==> src/rtl/mem_arbiter_pkg.sv <==
// Shared types and widths for the RAM arbiter between the CPU datapath and one external requester.
package mem_arbiter_pkg;

    localparam int MEM_ADDR_W = 12;
    localparam int MEM_DATA_W = 4;
    localparam int WAIT_CNT_W = 4;

    typedef enum logic [1:0] {
        MEM_ARB_IDLE   = 2'd0,
        MEM_ARB_RD_CAP = 2'd1,
        MEM_ARB_ACK    = 2'd2
    } mem_arb_state;

endpackage

==> src/rtl/mem_arbiter_if.sv <==
// Bus bundle around the arbiter: CPU port, external requester port and RAM macro port.
interface mem_arbiter_if;
    import mem_arbiter_pkg::*;

    logic                  cpu_mem_en;
    logic                  cpu_write_en;
    logic [MEM_ADDR_W-1:0] cpu_addr;
    logic [MEM_DATA_W-1:0] cpu_write_data;
    logic [MEM_DATA_W-1:0] cpu_read_data;
    logic                  cpu_halt;

    logic                  ext_req;
    logic                  ext_write;
    logic [MEM_ADDR_W-1:0] ext_addr;
    logic [MEM_DATA_W-1:0] ext_write_data;
    logic                  ext_ack;
    logic [MEM_DATA_W-1:0] ext_read_data;

    logic [MEM_ADDR_W-1:0] ram_addr;
    logic                  ram_write_en;
    logic [MEM_DATA_W-1:0] ram_write_data;
    logic [MEM_DATA_W-1:0] ram_read_data;

    modport slave (
        input  cpu_mem_en, cpu_write_en, cpu_addr, cpu_write_data,
        input  ext_req, ext_write, ext_addr, ext_write_data,
        input  ram_read_data,
        output cpu_read_data, cpu_halt, ext_ack, ext_read_data,
        output ram_addr, ram_write_en, ram_write_data
    );

    modport master (
        output cpu_mem_en, cpu_write_en, cpu_addr, cpu_write_data,
        output ext_req, ext_write, ext_addr, ext_write_data,
        output ram_read_data,
        input  cpu_read_data, cpu_halt, ext_ack, ext_read_data,
        input  ram_addr, ram_write_en, ram_write_data
    );

endinterface

==> src/rtl/mem_arb_starve.sv <==
// Starvation guard: saturating count of blocked external cycles and a one-cycle CPU halt pulse.
module mem_arb_starve
    import mem_arbiter_pkg::*;
#(
    parameter int STARVE_LIMIT = 8
) (
    input  logic clk,
    input  logic reset,
    input  logic idle_i,
    input  logic ext_req_i,
    input  logic grant_i,
    output logic cpu_halt_o
);

    localparam logic [WAIT_CNT_W-1:0] LIMIT = WAIT_CNT_W'(STARVE_LIMIT);

    logic [WAIT_CNT_W-1:0] wait_cnt_q, wait_cnt_d;
    logic                  cpu_halt_q, cpu_halt_d;
    logic                  blocked;

    assign blocked = idle_i && ext_req_i && !grant_i;

    always_comb begin
        wait_cnt_d = wait_cnt_q;
        if (grant_i || (idle_i && !ext_req_i)) begin
            wait_cnt_d = '0;
        end else if (blocked && (wait_cnt_q != LIMIT)) begin
            wait_cnt_d = wait_cnt_q + 1'b1;
        end
        // Re-arms every other cycle if the CPU ignores the halt and keeps blocking.
        cpu_halt_d = blocked && (wait_cnt_q == LIMIT) && !cpu_halt_q;
    end

    always_ff @(posedge clk or posedge reset) begin
        if (reset) begin
            wait_cnt_q <= '0;
            cpu_halt_q <= 1'b0;
        end else begin
            wait_cnt_q <= wait_cnt_d;
            cpu_halt_q <= cpu_halt_d;
        end
    end

    assign cpu_halt_o = cpu_halt_q;

endmodule

==> src/rtl/mem_arbiter.sv <==
// RAM arbiter: CPU has fixed priority, external port uses idle cycles.
// Define MEM_ARB_STARVE_EN to compile in the starvation guard that briefly halts the CPU.
module mem_arbiter
    import mem_arbiter_pkg::*;
#(
    parameter int STARVE_LIMIT = 8
) (
    input  logic          clk,
    input  logic          reset,
    mem_arbiter_if.slave  bus
);

    mem_arb_state          state_q;
    logic                  ext_ack_q;
    logic [MEM_DATA_W-1:0] ext_read_data_q;
    logic                  grant;
    logic                  cpu_halt;

    assign grant = (state_q == MEM_ARB_IDLE) && bus.ext_req && !bus.cpu_mem_en;

    always_comb begin
        bus.ram_addr       = bus.cpu_addr;
        bus.ram_write_data = bus.cpu_write_data;
        bus.ram_write_en   = 1'b0;
        if (bus.cpu_mem_en) begin
            bus.ram_write_en = bus.cpu_write_en;
        end else if (grant) begin
            bus.ram_addr       = bus.ext_addr;
            bus.ram_write_data = bus.ext_write_data;
            bus.ram_write_en   = bus.ext_write;
        end
        if (reset) begin
            bus.ram_write_en = 1'b0;
        end
    end

    always_ff @(posedge clk or posedge reset) begin
        if (reset) begin
            state_q         <= MEM_ARB_IDLE;
            ext_ack_q       <= 1'b0;
            ext_read_data_q <= '0;
        end else begin
            ext_ack_q <= 1'b0;
            case (state_q)
                MEM_ARB_IDLE: begin
                    if (grant) begin
                        if (bus.ext_write) begin
                            state_q   <= MEM_ARB_ACK;
                            ext_ack_q <= 1'b1;
                        end else begin
                            state_q <= MEM_ARB_RD_CAP;
                        end
                    end
                end
                MEM_ARB_RD_CAP: begin
                    ext_read_data_q <= bus.ram_read_data;
                    state_q         <= MEM_ARB_ACK;
                    ext_ack_q       <= 1'b1;
                end
                MEM_ARB_ACK: state_q <= MEM_ARB_IDLE;
                default:     state_q <= MEM_ARB_IDLE;
            endcase
        end
    end

`ifdef MEM_ARB_STARVE_EN
    mem_arb_starve #(
        .STARVE_LIMIT (STARVE_LIMIT)
    ) u_starve (
        .clk        (clk),
        .reset      (reset),
        .idle_i     (state_q == MEM_ARB_IDLE),
        .ext_req_i  (bus.ext_req),
        .grant_i    (grant),
        .cpu_halt_o (cpu_halt)
    );

    // The sequencer must release the RAM while halted; otherwise the CPU still wins.
    a_halt_honoured: assert property (@(posedge clk) disable iff (reset)
        !(cpu_halt && bus.cpu_mem_en));
`else
    assign cpu_halt = 1'b0;
`endif

    a_limit_range: assert property (@(posedge clk)
        (STARVE_LIMIT >= 1) && (STARVE_LIMIT <= 15));

    assign bus.cpu_read_data = bus.ram_read_data;
    assign bus.cpu_halt      = cpu_halt;
    assign bus.ext_ack       = ext_ack_q;
    assign bus.ext_read_data = ext_read_data_q;

endmodule

==> src/flat_wrapper.sv <==
// flat-port wrapper written by rule: the top's interface ports become plain ports
module mem_arbiter_flat import mem_arbiter_pkg::*;
#(
    parameter int STARVE_LIMIT = 8
)
  (clk, reset, bus_cpu_mem_en, bus_cpu_write_en, bus_cpu_addr, bus_cpu_write_data, bus_ext_req, bus_ext_write, bus_ext_addr, bus_ext_write_data, bus_ram_read_data, bus_cpu_read_data, bus_cpu_halt, bus_ext_ack, bus_ext_read_data, bus_ram_addr, bus_ram_write_en, bus_ram_write_data);
  mem_arbiter_if bus_i ();
  input  logic clk;
  input  logic reset;
  input wire logic [$bits(bus_i.cpu_mem_en)-1:0] bus_cpu_mem_en;
  input wire logic [$bits(bus_i.cpu_write_en)-1:0] bus_cpu_write_en;
  input wire logic [$bits(bus_i.cpu_addr)-1:0] bus_cpu_addr;
  input wire logic [$bits(bus_i.cpu_write_data)-1:0] bus_cpu_write_data;
  input wire logic [$bits(bus_i.ext_req)-1:0] bus_ext_req;
  input wire logic [$bits(bus_i.ext_write)-1:0] bus_ext_write;
  input wire logic [$bits(bus_i.ext_addr)-1:0] bus_ext_addr;
  input wire logic [$bits(bus_i.ext_write_data)-1:0] bus_ext_write_data;
  input wire logic [$bits(bus_i.ram_read_data)-1:0] bus_ram_read_data;
  output wire logic [$bits(bus_i.cpu_read_data)-1:0] bus_cpu_read_data;
  output wire logic [$bits(bus_i.cpu_halt)-1:0] bus_cpu_halt;
  output wire logic [$bits(bus_i.ext_ack)-1:0] bus_ext_ack;
  output wire logic [$bits(bus_i.ext_read_data)-1:0] bus_ext_read_data;
  output wire logic [$bits(bus_i.ram_addr)-1:0] bus_ram_addr;
  output wire logic [$bits(bus_i.ram_write_en)-1:0] bus_ram_write_en;
  output wire logic [$bits(bus_i.ram_write_data)-1:0] bus_ram_write_data;
  assign bus_i.cpu_mem_en = bus_cpu_mem_en;
  assign bus_i.cpu_write_en = bus_cpu_write_en;
  assign bus_i.cpu_addr = bus_cpu_addr;
  assign bus_i.cpu_write_data = bus_cpu_write_data;
  assign bus_i.ext_req = bus_ext_req;
  assign bus_i.ext_write = bus_ext_write;
  assign bus_i.ext_addr = bus_ext_addr;
  assign bus_i.ext_write_data = bus_ext_write_data;
  assign bus_i.ram_read_data = bus_ram_read_data;
  assign bus_cpu_read_data = bus_i.cpu_read_data;
  assign bus_cpu_halt = bus_i.cpu_halt;
  assign bus_ext_ack = bus_i.ext_ack;
  assign bus_ext_read_data = bus_i.ext_read_data;
  assign bus_ram_addr = bus_i.ram_addr;
  assign bus_ram_write_en = bus_i.ram_write_en;
  assign bus_ram_write_data = bus_i.ram_write_data;
  mem_arbiter #(.STARVE_LIMIT(STARVE_LIMIT)) u_core (.clk(clk), .reset(reset), .bus(bus_i));
endmodule
==> config.mk <==
export PLATFORM = sky130hd
export DESIGN_NAME = mem_arbiter_flat
export DESIGN_NICKNAME = d
export VERILOG_FILES = /design/src/rtl/mem_arbiter_pkg.sv /design/src/rtl/mem_arbiter_if.sv /design/src/rtl/mem_arb_starve.sv /design/src/rtl/mem_arbiter.sv /design/src/flat_wrapper.sv
export SDC_FILE = /design/constraint.sdc
export NUM_CORES = 1
export LEC_CHECK = 0
export ABC_AREA = 1
export CORE_UTILIZATION = 28
export DETAILED_ROUTE_END_ITERATION = 8
export HOLD_SLACK_MARGIN = 0.03
export MAX_ROUTING_LAYER = met4
export PLACE_DENSITY = 0.82
export SLEW_MARGIN = 15
export SYNTH_ARGS = -nofsm -noshare
export SYNTH_HDL_FRONTEND = slang
export SYNTH_SLANG_ARGS = --single-unit
==> constraint.sdc <==
create_clock -name clk -period 2.4 [get_ports clk]
set_clock_uncertainty 0.2 [all_clocks]
set_input_delay 0.36 -clock clk [delete_from_list [all_inputs] [get_ports clk]]
set_output_delay 0.36 -clock clk [all_outputs]
set_load 0.005 [all_outputs]
# ---- Word-level counts from Yosys, hierarchy flattened
# Index checks and enable logic that the tools add are counted.
dict set report classes {
  n_eq_ne 2
  div_mod_pow 0
  bitwise_logic 0
  n_addsub 0
  n_mul 0
  muxes 13
  order_cmp 0
  shift 0
  n_reduce_logical 4
}
# cell n
set ops {}
lappend ops {{$mux W12} 2}
lappend ops {{$mux W4} 2}
lappend ops {{$mux W1} 5}
lappend ops {{$mux W2} 2}
lappend ops {{$pmux W2 S2} 1}
lappend ops {{$eq A2 B1 Y1 const B} 1}
lappend ops {{$logic_and A1 B1 Y1} 2}
lappend ops {{$logic_not A2 Y1} 1}
lappend ops {{$ne A2 B1 Y1 const B} 1}
lappend ops {{$pmux W1 S2} 1}
lappend ops {{$logic_not A1 Y1} 1}
dict set report word_totals {
  ramBits 0
  latchBits 0
  rom_bits 0
  in_bits 42
  register_bits 7
  mem_count 0
  out_inout_bits 27
}

# ---- Longest topological paths before layout
dict set report logic_depth {
  ltp_word 6
  depth_mapped 6
  mapped_depth_nobuf 5
}

# ---- Worst setup path after synthesis
# No wires, ideal clock.
dict set report synth_path {
  path_kind {reg2out}
  from {reg u_core.state_q[0]}
  to {out bus_ram_addr[0]}
  stages_incl_launch_ff 6
  required_ps 1840
  slack_ps 862
  arrival_ps 978
  cell_sequence {dfrtp_1 nor2_4 nand2_4 buf_6 nand2_1 nand2_1}
}
dict set report synth_between {
  elab_chain_len 5
}
# item line
set synth_rtl {}
lappend synth_rtl {{start: declaration} mem_arbiter.sv:13} ;# mem_arb_state state_q;
lappend synth_rtl {{start signal: assignment} mem_arbiter.sv:39} ;# state_q <= MEM_ARB_IDLE;
lappend synth_rtl {{start signal: assignment} mem_arbiter.sv:48} ;# state_q <= MEM_ARB_ACK;
lappend synth_rtl {{start signal: assignment} mem_arbiter.sv:51} ;# state_q <= MEM_ARB_RD_CAP;
lappend synth_rtl {{$logic_not A2 Y1} mem_arbiter.sv:19} ;# assign grant = (state_q == MEM_ARB_IDLE) && bus.ext_req && !bus.cpu_mem_en;
lappend synth_rtl {{$logic_and A1 B1 Y1 (2 in series)} mem_arbiter.sv:19}
lappend synth_rtl {{$mux W12} mem_arbiter.sv:27} ;# end else if (grant) begin
lappend synth_rtl {{$mux W12} mem_arbiter.sv:25} ;# if (bus.cpu_mem_en) begin
lappend synth_rtl {{end: declaration} flat_wrapper.sv:23} ;# output wire logic [$bits(bus_i.ram_addr)-1:0] bus_ram_addr;
# Every way passes these cells.

# ---- Worst setup path after layout
dict set report layout_path {
  from {reg u_core.state_q[0]}
  to {out bus_ram_addr[8]}
}
# The elaborated chain is that of the path after synthesis.

==> impl.org <==
** Outcome
- Result of the run :: finished, final reports clean

** Floorplanning
- Starting utilization of the core area :: 31.5%
- From left edge to right edge, the die measures 47.0 um.
- Row generation in the floorplan step produced 15 rows.
- Top-Level Pins :: 69
- Placeable core region :: 1800 sq um
- Die footprint :: 2210 sq um
- The floorplan step set the die height to 47.0 um.

** Place
- Weighted congestion reported at the end of routability-driven placement :: 0.716
- HPWL Detailed :: approximately 1700 um
- Worst slack at placement :: -0.0278 ns
- # port buffers :: 67
- Cell count after placement :: ~180

** GRT
- Via count of the first global-routing pass :: 680
- Number of antenna violations at the first check in global routing :: 0
- For this run, the total global-route usage over all layers was measured as a little under a fifth.
- Largest net degree at the start of global routing :: 18
- Global-route wire length before repair :: 2850 um
- For this run the aggregate overflow at the end of global routing stands at 0.

** Power and ir drop
- Power spread over the standard cell area amounts to 391 nW/um^2.
- The worst-case IR drop observed on VDD is 0.226 mV.
- In this run the static leakage power is 0.728 nW.

** Clock tree
- TritonCTS built the clock tree.
- Buffers inserted to repair hold after CTS numbered 0.
- CTS built an H-tree with a depth of 1.
- Clock-pin slew reported for the worst setup and hold paths after clock tree synthesis :: 0.05 ns
- TritonCTS sink count :: 7
- The number of clock buffers added by TritonCTS is 3.
- Buffer type at the clock tree root :: sky130_fd_sc_hd__clkbuf_4
- The later pin in the worst-skew pair is clocked with a latency of 0.25 ns.
- Bufs on Longest Clock Path :: 2

** Min path
- Type of the tightest min-delay check :: in2async

** Setup path
- Critical Path AT :: about 1.8 ns
- Startpoint type of the worst setup path :: register
- CP required :: 1.84 ns
- The setup path with the least slack is of type reg2out.
- Max Fanout on Critical Path :: 6
- STA classifies the critical path endpoint as a primary output.

** STA
- Clock period minus worst slack :: 2.32 ns
- After layout, the worst path uses 96.8% of the clock period.
- Max-slew violation count :: 0
- Static timing analysis puts the maximum clock frequency at 431 MHz.
- Final Setup Violations :: 0
- Final Hold Viols :: 0
- Once routing completed, OpenROAD measured the worst setup slack at 0.0780 ns.
- Worst hold-check slack :: 0.167 ns

** Finish
- For this run, the share of the core covered by cells in the final layout is 75.4%.
- Fraction of final layout cells with drive strength greater than 1 :: around an eighth
- Number of nets at the end of the flow :: between 200 and 250
- Final Non-Filler Cells :: 187
- Compared with the post-synthesis result, the final layout area differs by 140%.
- Diode count :: 0
- Fill cell instance count of the final layout :: roughly 150
- Area of the multi-input gates :: around 320 sq um
- Sequential cell area in the final layout :: 175 sq um

** Detailed routing
- Via-to-Cell Ratio :: around 4.5
- Detailed Route Iter0 Violations :: 17
- Total Wirelength :: 2220 um
- For this run, design rule violations remaining after detail routing come to 0.
- In the final routed layout, each cell accounts on average for roughly 12 um.
- Antenna viol nets, final :: 0
- Before antenna repair, the detailed router went through 4 iterations.
- Detailed routing inserted a total of 849 vias.

** Yosys
- Number of different library cells in the post-synthesis netlist :: 12
- For this run, the register share of the synthesized area comes to 30.9%.
- Leading area contributor after synthesis :: sky130_fd_sc_hd__dfrtp_1
- After synthesis the cells add up to 567 sq um.
- Area contributors post-synth :: sky130_fd_sc_hd__dfrtp_1 (31%), sky130_fd_sc_hd__nand2_1 (29%), sky130_fd_sc_hd__nand3_1 (19%)
- Cells after synthesis :: 89
- In this run the biggest area consumer among cell types represents 30.9% of the synthesized area.
- Number of warnings issued by yosys :: 0
- Mean instance size in the synthesized netlist :: 6.37 sq um
- Syn_nets :: roughly 130
- Counting flops and latches in the post-synthesis netlist gives 7.

** Job
- Across the run, the number of max-cap violations was 0.
## worst max-delay path, stage by stage, from the launching register on
cell and delay (ns):
sky130_fd_sc_hd__dfrtp_1 0.46, sky130_fd_sc_hd__nor2_4 0.25, sky130_fd_sc_hd__buf_6 0.15, sky130_fd_sc_hd__nand3_1 0.07, sky130_fd_sc_hd__nand2_1 0.07, sky130_fd_sc_hd__clkdlybuf4s50_1 0.50
## per-layer routing
metal / track usage [%] / routed length (um) / vias to the layer above
li1: - / - / 423
met1: 22.0 / 836 / 377
met2: 33.3 / 1210 / 46
met3: 2.69 / 160 / 3
met4: 3.43 / 16 / 0
met5: - / 0 / -
## cell usage after synthesis, drive strengths merged
| cell type | n |
|---|---|
| a21oi | 1 |
| buf | 8 |
| conb | 1 |
| dfrtp | 7 |
| inv | 3 |
| nand2 | 45 |
| nand3 | 21 |
| nor2 | 3 |
## metrics by stage
step / total power (W) / area [sq um] / TNS (ns)
3_5_place_dp: 0.000408 / 1240 / -0.0683
2_1_floorplan: 0.000232 / 567 / 0
3_3_place_gp: 0.000398 / 1240 / -0.00269
5_1_grt: 0.000559 / 1360 / -0.0167
6_report: 0.000531 / 1360 / 0
4_1_cts: 0.000518 / 1270 / -0.0176
## where the power goes
part           switching [W]  internal [W]
Combinational      0.0000922      0.000175
Sequential         0.0000138      0.000139
Clock              0.0000467     0.0000637
## placed cells by master (no fill, tap or decap)
master and count:
sky130_fd_sc_hd__dlymetal6s2s_1 9, sky130_fd_sc_hd__nor2_4 2, sky130_fd_sc_hd__buf_6 6, sky130_fd_sc_hd__nand2_4 1
sky130_fd_sc_hd__dfrtp_1 7, sky130_fd_sc_hd__buf_4 4, sky130_fd_sc_hd__nor2_2 1, sky130_fd_sc_hd__conb_1 1
sky130_fd_sc_hd__nand2_1 44, sky130_fd_sc_hd__a21oi_1 1, sky130_fd_sc_hd__clkdlybuf4s50_1 58, sky130_fd_sc_hd__nand3_1 20
sky130_fd_sc_hd__clkbuf_4 3, sky130_fd_sc_hd__inv_1 2, sky130_fd_sc_hd__clkbuf_1 1, sky130_fd_sc_hd__nand3_2 1
sky130_fd_sc_hd__inv_2 1
## cells by family (layout without fill, tap and decap cells)
| logic type | count (synthesis) | in the layout | synth area share, % |
|---|---|---|---|
| flip-flops | 7 | 7 | 30.9 |
| buffers and inverters | 11 | 84 | 12.8 |
| AND/OR/NAND/NOR | 69 | 69 | 54.7 |
| other | 1 | 1 | 0.662 |
| AO/OA/AOI/OAI | 1 | 1 | 0.882 |
## cell type report
| cell class | count | share of cell area (%) |
|---|---|---|
| clock buffer | 4 | 1.93 |
| inverter | 3 | 0.829 |
| multi-input combinational | 71 | 23.8 |
| sequential | 7 | 12.9 |
| tap | 25 | 2.30 |
| timing repair buffer | 77 | 58.2 |
## path summary, 6_finish.rpt
check,end,depth (start not counted),from,slack (ns)
worst max-delay path,bus_ram_addr[8],5,u_core.state_q[0]$_DFFE_PP0P_,0.08
worst min-delay path,u_core.bus.ext_read_data[3]$_DFFE_PP0P_,2,reset,0.17
worst max register to register,u_core.state_q[0]$_DFFE_PP0P_,3,u_core.state_q[0]$_DFFE_PP0P_,1.14
worst min register to register,u_core.bus.ext_read_data[3]$_DFFE_PP0P_,2,u_core.bus.ext_read_data[3]$_DFFE_PP0P_,0.28
max in group asynchronous,u_core.state_q[0]$_DFFE_PP0P_,2,reset,1.62
min in group clk,u_core.bus.ext_read_data[3]$_DFFE_PP0P_,2,u_core.bus.ext_read_data[3]$_DFFE_PP0P_,0.28
## timing repair
action / 4_1_cts / 5_1_grt
setup buffers: 0 / 4
setup endpoints to repair: 14 / 17
gates resized for setup: 2 / 17
endpoints found under the hold margin: 0 / 0
gates cloned: 0 / 2
pin swaps: 1 / 1
## sequential cells by signal, indices dropped and copies added, names as in the netlist
signal	count
u_core.bus.ext_ack	1
u_core.bus.ext_read_data	4
u_core.state_q	2
(Power assumes the default switching activity.)
